File: src/rtl/frame_rx_monitor.sv
// Serial frame receiver: hunts for the SFD, shifts in a 12-bit body, filters on
// destination/source address and queues accepted frames in a 4-deep FIFO.
module frame_rx_monitor #(
  parameter logic [3:0] MAC_ADDRESS = 4'hA,
  parameter bit         PROMISC     = 1'b0
) (
  input  logic        clk,
  input  logic        rst,
  input  logic        rx_bit,
  output logic [15:0] rx_frame,
  output logic        rx_valid,
  input  logic        rx_ready,
  output logic        frame_pulse,
  output logic [7:0]  accept_count,
  output logic [7:0]  drop_count,
  output logic        overflow,
  output logic        rx_busy
);

  localparam int unsigned FRAME_W = 16;
  localparam int unsigned BODY_W  = 12;
  localparam int unsigned DEPTH   = 4;
  localparam int unsigned OCC_W   = 3;
  localparam int unsigned CNT_W   = 8;
  localparam logic [3:0]  SFD     = 4'b0101;
  localparam logic [3:0]  BCAST   = 4'hF;

  typedef enum logic [1:0] {
    HUNT  = 2'd0,
    SHIFT = 2'd1,
    CHECK = 2'd2
  } state_t;

  state_t               r_state;
  state_t               w_state_next;
  logic [3:0]           r_hist;
  logic [3:0]           r_bit_cnt;
  logic [BODY_W-1:0]    r_body;
  logic [FRAME_W-1:0]   r_mem [DEPTH];
  logic [FRAME_W-1:0]   w_mem_next [DEPTH];
  logic [OCC_W-1:0]     r_count;
  logic [OCC_W-1:0]     w_count_next;
  logic [OCC_W-1:0]     w_wr_idx;
  logic                 r_valid;
  logic                 r_busy;
  logic [CNT_W-1:0]     r_accept;
  logic [CNT_W-1:0]     r_drop;
  logic                 r_overflow;

  logic [3:0]           w_hist_shift;
  logic [3:0]           w_dst;
  logic [3:0]           w_src;
  logic                 w_match;
  logic                 w_check;
  logic                 w_full;
  logic                 w_pop;
  logic                 w_push;
  logic                 w_lost;
  logic                 w_reject;

  assign w_hist_shift = {r_hist[2:0], rx_bit};
  assign w_dst        = r_body[11:8];
  assign w_src        = r_body[7:4];
  assign w_match      = (PROMISC || (w_dst == MAC_ADDRESS) || (w_dst == BCAST))
                        && (w_src != MAC_ADDRESS);
  assign w_check      = (r_state == CHECK);
  assign w_full       = (r_count == OCC_W'(DEPTH));
  assign w_pop        = (r_count != '0) && rx_ready;
  assign w_push       = w_check && w_match && (!w_full || w_pop);
  assign w_lost       = w_check && w_match && w_full && !w_pop;
  assign w_reject     = w_check && !w_match;
  assign w_count_next = r_count - OCC_W'(w_pop) + OCC_W'(w_push);
  assign w_wr_idx     = r_count - OCC_W'(w_pop);

  // State register
  always_ff @(posedge clk or posedge rst) begin
    if (rst) r_state <= HUNT;
    else     r_state <= w_state_next;
  end

  // Next-state logic; a started frame always runs to CHECK
  always_comb begin
    w_state_next = r_state;
    case (r_state)
      HUNT:    if (w_hist_shift == SFD) w_state_next = SHIFT;
      SHIFT:   if (r_bit_cnt == 4'(BODY_W - 1)) w_state_next = CHECK;
      CHECK:   w_state_next = HUNT;
      default: w_state_next = HUNT;
    endcase
  end

  // SFD history, bit counter and body shift register
  always_ff @(posedge clk or posedge rst) begin
    if (rst) begin
      r_hist    <= '0;
      r_bit_cnt <= '0;
      r_body    <= '0;
    end else begin
      case (r_state)
        HUNT: begin
          r_hist    <= w_hist_shift;
          r_bit_cnt <= '0;
        end
        SHIFT: begin
          r_body    <= {r_body[BODY_W-2:0], rx_bit};
          r_bit_cnt <= r_bit_cnt + 4'd1;
        end
        default: begin
          r_hist    <= '0;
          r_bit_cnt <= '0;
        end
      endcase
    end
  end

  // Shift-down FIFO: entry 0 is the registered head
  always_comb begin
    for (int i = 0; i < int'(DEPTH); i++) w_mem_next[i] = r_mem[i];
    if (w_pop) begin
      for (int i = 0; i < int'(DEPTH) - 1; i++) w_mem_next[i] = r_mem[i+1];
    end
    if (w_push) begin
      for (int i = 0; i < int'(DEPTH); i++) begin
        if (w_wr_idx == OCC_W'(i)) w_mem_next[i] = {SFD, r_body};
      end
    end
  end

  always_ff @(posedge clk or posedge rst) begin
    if (rst) begin
      for (int i = 0; i < int'(DEPTH); i++) r_mem[i] <= '0;
      r_count <= '0;
      r_valid <= 1'b0;
    end else begin
      for (int i = 0; i < int'(DEPTH); i++) r_mem[i] <= w_mem_next[i];
      r_count <= w_count_next;
      r_valid <= (w_count_next != '0);
    end
  end

  // Saturating statistics and sticky overflow
  always_ff @(posedge clk or posedge rst) begin
    if (rst) begin
      r_accept   <= '0;
      r_drop     <= '0;
      r_overflow <= 1'b0;
      r_busy     <= 1'b0;
    end else begin
      if (w_push && (r_accept != '1))  r_accept <= r_accept + CNT_W'(1);
      if (w_reject && (r_drop != '1))  r_drop   <= r_drop + CNT_W'(1);
      if (w_lost)                      r_overflow <= 1'b1;
      r_busy <= (w_state_next != HUNT);
    end
  end

  assign rx_frame     = r_mem[0];
  assign rx_valid     = r_valid;
  assign frame_pulse  = w_push;
  assign accept_count = r_accept;
  assign drop_count   = r_drop;
  assign overflow     = r_overflow;
  assign rx_busy      = r_busy;

endmodule

File: config.mk
export PLATFORM = sky130hd
export DESIGN_NAME = frame_rx_monitor
export DESIGN_NICKNAME = d
export VERILOG_FILES = /design/src/rtl/frame_rx_monitor.sv
export SDC_FILE = /design/constraint.sdc
export NUM_CORES = 1
export LEC_CHECK = 0
export ABC_AREA = 1
export BUFFER_PORTS_ARGS = -buffer_cell sky130_fd_sc_hd__clkbuf_2
export CORE_ASPECT_RATIO = 0.8
export CORE_UTILIZATION = 60
export CTS_CLUSTER_SIZE = 40
export DETAILED_ROUTE_END_ITERATION = 7
export MAX_ROUTING_LAYER = met4
export PLACE_DENSITY = 0.77
export SKIP_CTS_REPAIR_TIMING = 1
export SLEW_MARGIN = 5
export SYNTH_ARGS = -nofsm -noshare
export SYNTH_HDL_FRONTEND = slang
export SYNTH_SLANG_ARGS = --single-unit
File: constraint.sdc
create_clock -name clk -period 3.6 [get_ports clk]
set_input_delay 0.18 -clock clk [delete_from_list [all_inputs] [get_ports clk]]
set_output_delay 0.18 -clock clk [all_outputs]
set_load 0.1 [all_outputs]
Yosys cells after proc, flatten, opt, wreduce, memory -nomap -nowiden --
Cells that the tools add are included.
Word-level totals: bits of input ports 4, flip-flop bits (word level) 104, latch bits 0, RAM bits 0, memories 0, bits in read-only memories 0
Cells by class: muxes and demuxes 11, bitwise gates (word level) 0, add/sub/neg operators 5, equal/unequal tests 13, reduce and logical (&&, ||, !) cells 20, multiply operators 0, magnitude comparators 0, divide/modulo/power cells 0, shift operators 0
Operators with widths (number):
- 2-to-1 mux 64 bit | 1
- 2-to-1 mux 16 bit | 3
- 2-to-1 mux 48 bit | 1
- adder 8 x 1 -> 8 bit, second input constant | 2
- != test 8 bit, second input constant | 2
- 2-to-1 mux 15 bit | 1
- equality test 4 bit, second input constant | 3
- logical AND 1 bit | 9
- equality test 3 x 2 -> 1 bit, second input constant | 2
- one-hot mux 3 bit (2 select lines) | 1
- nonzero test 3 bit | 2
- adder 4 x 1 -> 4 bit, second input constant | 1
- equality test 4 x 3 -> 1 bit, second input constant | 1
- 2-to-1 mux 2 bit | 2
- 2-to-1 mux 4 bit | 1
- != test 4 bit, second input constant | 1
- one-hot mux 2 bit (2 select lines) | 1
- adder 3 x 1 -> 3 bit | 1
- equality test 3 x 1 -> 1 bit, second input constant | 1
- equality test 3 bit, second input constant | 1
- logical NOT 1 bit | 3
- logical NOT 3 bit | 1
- subtractor 3 x 1 -> 3 bit | 1
- equality test 2 x 1 -> 1 bit, second input constant | 1
- 5 further kinds | 6

Depth between registers and ports, before layout --
Gate-level depths: netlist (run 1).
depth after elaboration 7, depth in mapped cells 16

Worst setup path after synthesis (run 1) --
Ideal clock, no wire load.
path kind register to register, start register r_count[1], end register r_mem[0] (netlist name), setup time 0.120 ns, arrival 2.144 ns, data required time 3.480 ns, slack 1.337 ns, cell stages (with the launch flop) 13, clock period less this slack 2.263 ns, cells stage by stage dfrtp_1 -> nor2_4 -> nand2_2 -> nand2_4 -> inv_2 -> clkbuf_1 -> ha_1 -> ha_1 -> nor3_1 -> nand2_4 -> buf_6 -> nand2_2 -> o21ai_2
Between the ends: longest elaborated chain between the ends 5, elaborated cells on any way between the ends 9, classes of those cells add/sub (1); eq/ne (2); reduce/logical (6)
Ends and longest elaborated chain:
- from (decl) | line 41 | logic [OCC_W-1:0] r_count;
- from (signal assigned) | line 136 | r_count <= w_count_next;
- nonzero test 3 bit or equality test 3 bit (tied branches) | line 68, 67
- logical AND 1 bit or logical NOT 1 bit (tied branches) | line 68, 69
- subtractor 3 x 1 -> 3 bit or logical OR 1 bit (tied branches) | line 73, 69
- equality test 3 x 2 -> 1 bit or logical AND 1 bit (tied branches) | line 124, 69
- AND reduction 2 bit (no line) (*)
- to (decl) | line 39 | logic [FRAME_W-1:0] r_mem [DEPTH];
Mark *: on every way between the ends. The rest lies on a longest branch, timed or not. A chain may end at the register's enable or synchronous reset.

Worst setup path after layout (run 1) --
start register r_count[1], end output port frame_pulse
Between the ends: longest elaborated chain between the ends 4, elaborated cells on any way between the ends 6, classes of those cells eq/ne (1); reduce/logical (5)
Ends and longest elaborated chain:
- equality test 3 bit or nonzero test 3 bit (tied branches) | line 67, 68
- logical NOT 1 bit or logical AND 1 bit (tied branches) | line 69, 68
- logical OR 1 bit (*) | line 69 | assign w_push = w_check && w_match && (!w_full || w_pop);
- logical AND 1 bit (*) | line 69
- to (decl) | line 13 | output logic frame_pulse,
Marked as above.

==> key figures, run 1 <==
Clock network
  – CTS buffer count: 9
  – H-tree levels: 3
  – CTS tree: built
  – Clock latency at the later pin of the worst-skew pair: 0.37 ns
  – Clock sinks: 104
  – CTS clock-pin slew for the worst setup and hold paths: 0.10 ns
  – Root buffer cell: clkbuf_8
  – Clock Tree Buf Depth: 2

Logic synthesis
  – Xor and xnor area share after synthesis: 2.66%
  – Warnings, synthesis: 0
  – Post-synthesis compound-gate area fraction: 7.34%
  – Syn Nets: 580
  – Post-Synthesis Cells: 571
  – Synthesized area: 0.00494 mm²
  – Synth unique cells: 36
  – Post-Synth Adder-Cell Area: 1.27%
  – FF+latch count, synth: 104
  – Simple-Gate Fraction of Synth Area: 27.1%
  – Register area share after synthesis: 52.6%
  – Post-synthesis mux area share: 0%
  – Main combinational cell family by area after synthesis: simple AND/OR/NAND/NOR gates
  – Syn_area_per_cell: 8.66 µm²

Routing
  – Routed vias: 3,557
  – TritonRoute pass-1 iters: 4
  – Vias/cell: 5.06
  – Residual DRC: 0
  – First DRT Iteration DRCs: 188
  – Final ANT Viol Nets: 0
  – WL final: 8960 µm
  – WL per Instance: 12.7 µm

Final layout
  – Most frequent cells in the layout: nand2_1, dfrtp_1, clkbuf_2
  – Final Non-Filler Cells: 703
  – Fillers: 674
  – Antenna cell count: 0
  – Commonest non-fill, non-tap cell in the layout: nand2_1
  – Design area: 0.00529 mm²
  – Layout area overhead: 6.98%
  – Nets: 599
  – Layout cells sized above 1: 18.7%

Critical path
  – Slowest stage delay, CP: 0.43 ns
  – R2R Path Start: r_count[1]
  – Crit path buf inv count: 3
  – Crit start category: register
  – Critical path depth: 8
  – CP cell instances: nor2_4 -> nand2_2 -> nand2_4 -> buf_4 -> nand3_4 -> nand2_4 -> inv_4 -> clkbuf_2
  – WP data required: 3.42 ns
  – Worst Path Max Fanout: 51
  – CP top delay family: buffers and inverters
  – Crit path DAT: 2.36 ns
  – Most Frequent Cell on Critical Path: nand2_4
  – Critical path class: register to primary output
  – Reg2Reg Depth: 14
  – Worst Setup End Kind: primary output
  – CP max stage cell: buf_4
  – Worst Setup SP: r_count[1]

Min path
  – Hold Path Origin: rx_bit
  – WHS Path Cells: 3
  – Hold Crit Class: primary input to register

Floorplanning
  – Full die area: 0.00861 mm²
  – Die width: 103 µm
  – Num rows: 29
  – IO Pins: 40
  – CORE AREA: 0.00795 mm²
  – Starting Density: 62.2%
  – Height of the die: 83.2 µm

Timing
  – Setup TNS: 0 ns
  – Min Tclk post-route: 2.54 ns
  – RSZ-0062 raised after global routing: false
  – Fmax: 393 MHz
  – Fin. Hold Viols: 0
  – Fin crit share: 70.7%
  – Slew @ Worst Pin: 0.944 ns
  – Relative slew slack: 36.9%
  – Worst clock skew: 0.00987 ns
  – Setup-failing EPs final: 0
  – Slew Limit Fails: 0

Run
  – MaxCap Viol Count: 0

GRT
  – Antenna violations before repair: 0
  – Largest net degree at the start of global routing: 62
  – First-pass GRT wire length: 16,000 µm
  – GRT Total Usage: 24.8%
  – Grt total ovfl: 0
  – Vias in the first global route: 3,448

Pwr
  – Max VDD drop: 0.000533 V
  – PwrDens: 672 mW/mm²
  – LEAKAGE: 2.78 nW

Status
  – Outcome: finished, final reports clean

Placement
  – Placed Cells incl. Taps: 686
  – Final RePlAce weighted congestion: 0.822
  – Post-DP HPWL: 5820 µm
  – Port buffer count: 39
  – Cell Area, Placed: 0.00505 mm²
==> synth_stat cells, drive strengths merged <==
cell | number | area (µm²)
or2 | 1 | 6.26
nand3 | 26 | 165
xor2 | 9 | 78.8
o31ai | 1 | 7.51
nand2 | 239 | 945
o211ai | 2 | 15.0
buf | 26 | 223
a21oi | 2 | 10.0
clkinv | 1 | 3.75
o22ai | 2 | 12.5
clkbuf | 11 | 41.3
a211oi | 1 | 7.51
nor3 | 6 | 30.0
nand4 | 5 | 31.3
ha | 5 | 62.6
nor2 | 26 | 148
o21a | 2 | 15.0
dfrtp | 104 | 2600
xnor2 | 6 | 52.6
inv | 47 | 179
o21ai | 47 | 295
nor4 | 1 | 6.26
nand3b | 1 | 7.51
==> area by class of cell <==
type,instances,area [µm²],area share [%]
Inverter,48,185,3.50
Tap cell,108,135,2.55
Sequential cell,104,2600,49.2
Clock inverter,7,105,1.99
Timing Repair Buffer,45,243,4.59
Multi-Input combinational cell,382,1900,35.8
Clock buffer,9,124,2.34
==> through the flow <==
step	worst slack [ns]	utilization (%)	power [mW]	hold slack, ns
CTS	1.02	66.4	3.58	-0.0523
global route	0.905	66.6	3.79	0.114
global placement	1.36	63.6	2.72	0.348
finish	1.06	66.6	3.55	0.0848
floorplan	0.688	-	2.60	0.335
detailed placement	1.24	63.6	2.77	0.353
==> layer usage <==
layer	GRT usage, %	part of all wire, %	vias up
met2	35.8	46	79
li1	-	-	1807
met5	-	0	-
met3	5.13	4.7	10
met4	6.79	1.0	0
met1	35.9	48	1661
==> worst paths after layout <==
kind	end	slack (ns)
setup / recovery	frame_pulse	1.06
hold / removal	rx_busy	0.08
setup reg to reg	rx_frame[2]	1.23
hold reg to reg	r_mem[11]	0.46
max in group asynchronous	r_mem[32]	2.32
min in group asynchronous	accept_count[2]	0.48
==> cells by family (layout without fill, tap and decap cells) <==
group	after synthesis	count (layout)
adders and majority gates	5	5
xor gates and xnor gates	15	15
buffers and inverters	85	109
and+or+nand+nor	305	305
AOI/OAI and AO/OA	57	57
DFF	104	104
==> worst min-delay path, stage by stage <==
cell	delay, ns
clkbuf_2	0.10
nand3_1	0.09
nand2_1	0.05
==> power breakdown <==
part           internal, mW  total [mW]  switching [mW]  leakage, nW
Clock                 0.400       0.809           0.409        0.112
Combinational         0.267        1.20           0.930         1.32
Sequential             1.40        1.55           0.153         1.35
Total                  2.06        3.55            1.49         2.78
==> registers in the layout (all words and copies together) (netlist names), 3 cells and up <==
name,flops
accept_count,8
r_mem,45
rx_frame,16
r_hist,3
r_count,3
r_bit_cnt,4
r_body,12
drop_count,8
(Power assumes the default switching activity.)
==> inputs of run 2 (changes only) <==
Clock period 3.6 ns to 2.6 ns, I/O delays scaled along.
==> run 2 against run 1 <==
Effect of this change: combinational power grew 38%; sequential cell count unchanged; via count is 0.67% higher; first-iteration DRC count fell by 30%; sequential share of layout area increased by 0.16 points; count of clock-buffer cells in the layout up 1; core utilization is 0.22 points lower; final area down 0.33%; final cell count up 0.28%; sequential power grew 39%; critical path depth unchanged; largest cell class unchanged.
==> key figures, run 2 (synthesis results as in run 1) <==
Critical path
  – CP max stage cell: dfrtp_1
  – Crit path buf inv count: 3
  – Reg2Reg Depth: 14
  – Worst Setup SP: r_count[1]
  – Slowest stage delay, CP: 0.42 ns
  – Worst Setup End Kind: primary output
  – R2R Path Start: r_count[1]
  – CP cell instances: nor2_4 -> nand2_2 -> nand2_4 -> buf_6 -> nand3_4 -> nand2_4 -> inv_4 -> clkbuf_2
  – Critical path class: register to primary output
  – Worst Path Max Fanout: 51
  – Crit start category: register
  – Crit path DAT: 2.27 ns
  – CP top delay family: buffers and inverters
  – WP data required: 2.47 ns
  – Most Frequent Cell on Critical Path: nand2_4
  – Critical path depth: 8

Clock network
  – Clock Tree Buf Depth: 2
  – CTS clock-pin slew for the worst setup and hold paths: 0.10 ns
  – Clock latency at the later pin of the worst-skew pair: 0.37 ns
  – Clock sinks: 104
  – CTS buffer count: 9
  – H-tree levels: 3
  – Root buffer cell: clkbuf_8
  – CTS tree: built

Final layout
  – Biggest register: r_mem
  – Fillers: 680
  – Number of flip-flops in the largest register: 45
  – Final Non-Filler Cells: 705
  – Design area: 0.00527 mm²
  – Nets: 601
  – Util after Layout: 66.4%
  – Layout cells sized above 1: 18.8%
  – Commonest non-fill, non-tap cell in the layout: nand2_1
  – Antenna cell count: 0
  – Layout area overhead: 6.63%
  – Most frequent cells in the layout: nand2_1, dfrtp_1, clkbuf_2

Min path
  – WHS Path Cells: 3
  – Hold Crit Class: primary input to register
  – Hold Path Origin: rx_bit

GRT
  – Grt total ovfl: 0
  – GRT Total Usage: 24.2%
  – Vias in the first global route: 3,429
  – Largest net degree at the start of global routing: 52
  – First-pass GRT wire length: 15,700 µm
  – Antenna violations before repair: 0

Timing
  – Slew @ Worst Pin: 0.961 ns
  – RSZ-0062 raised after global routing: false
  – Min Tclk post-route: 2.40 ns
  – Fmax: 416 MHz
  – Setup-failing EPs final: 0
  – Setup TNS: 0 ns
  – Slew Limit Fails: 0
  – Worst clock skew: 0.0135 ns
  – Hold WS: 0.0289 ns
  – Fin. Hold Viols: 0
  – Relative slew slack: 35.8%
  – Fin crit share: 92.4%

Floorplanning
  – Die width: 103 µm
  – Full die area: 0.00861 mm²
  – CORE AREA: 0.00795 mm²
  – Num rows: 29
  – Starting Density: 62.2%
  – Height of the die: 83.2 µm
  – IO Pins: 40

Routing
  – WL final: 8890 µm
  – Routed vias: 3,581
  – Residual DRC: 0
  – First DRT Iteration DRCs: 132
  – TritonRoute pass-1 iters: 4
  – Final ANT Viol Nets: 0
  – Vias/cell: 5.08
  – WL per Instance: 12.6 µm

Pwr
  – PwrDens: 896 mW/mm²
  – LEAKAGE: 2.77 nW
  – Max VDD drop: 0.000605 V

Placement
  – Placed Cells incl. Taps: 688
  – Port buffer count: 39
  – Cell Area, Placed: 0.00508 mm²
  – Final RePlAce weighted congestion: 0.906
  – Post-DP HPWL: 5840 µm

Run
  – MaxCap Viol Count: 0

Status
  – Outcome: finished, final reports clean
[run 2: cell count changes in the layout (fill, tap and decap cells not counted), sizes merged]
cell | before | now
clkinvlp | 1 | 2
bufinv | 2 | 0
buf | 5 | 7
clkbuf | 48 | 49
[run 2: layer usage]
layer / GRT usage (%) / vias to the layer above / part of all wire (%)
met5: - / - / 0
met1: 33.8 / 1673 / 49
met2: 35.0 / 83 / 44
li1: - / 1809 / -
met4: 7.17 / 0 / 1.5
met3: 6.14 / 16 / 5.1
[run 2: final cells by class]
| class | count | area, µm² | share of cell area [%] |
|---|---|---|---|
| Sequential cell | 104 | 2600 | 49.4 |
| Multi-Input combinational cell | 382 | 1900 | 36.0 |
| Timing Repair Buffer | 47 | 274 | 5.20 |
| Inverter | 48 | 186 | 3.54 |
| Tap cell | 108 | 135 | 2.56 |
| Clock buffer | 10 | 128 | 2.42 |
| Clock inverter | 6 | 51.3 | 0.973 |
[run 2: worst register-to-register path, delay by kind of cell, from the launching register on]
family                     cells  cell delay, ns
AOI/OAI and AO/OA              1            0.10
adders and majority gates      2            0.36
and+or+nand+nor                8            0.95
buffers and inverters          3            0.48
DFF                            1            0.42
[run 2: report_power, final]
group	internal [mW]	switching, mW
sequential	1.93	0.215
clock	0.360	0.559
combinational	0.374	1.28
total	2.67	2.06
[run 2: worst paths after layout]
path                              endpoint  slack [ns]
max in group asynchronous        r_hist[0]        1.46
min reg2reg                      r_mem[11]        0.46
max reg2reg                    rx_frame[6]        0.21
max                            frame_pulse        0.20
min in group asynchronous  accept_count[0]        0.43
min                                rx_busy        0.03
[run 2: through the flow]
step / total power [mW] / setup slack (ns)
2_1_floorplan: 3.60 / 0.337
3_3_place_gp: 3.78 / 0.387
3_5_place_dp: 3.84 / 0.246
4_1_cts: 4.77 / 0.0269
5_1_grt: 5.03 / 0.0571
6_report: 4.72 / 0.199
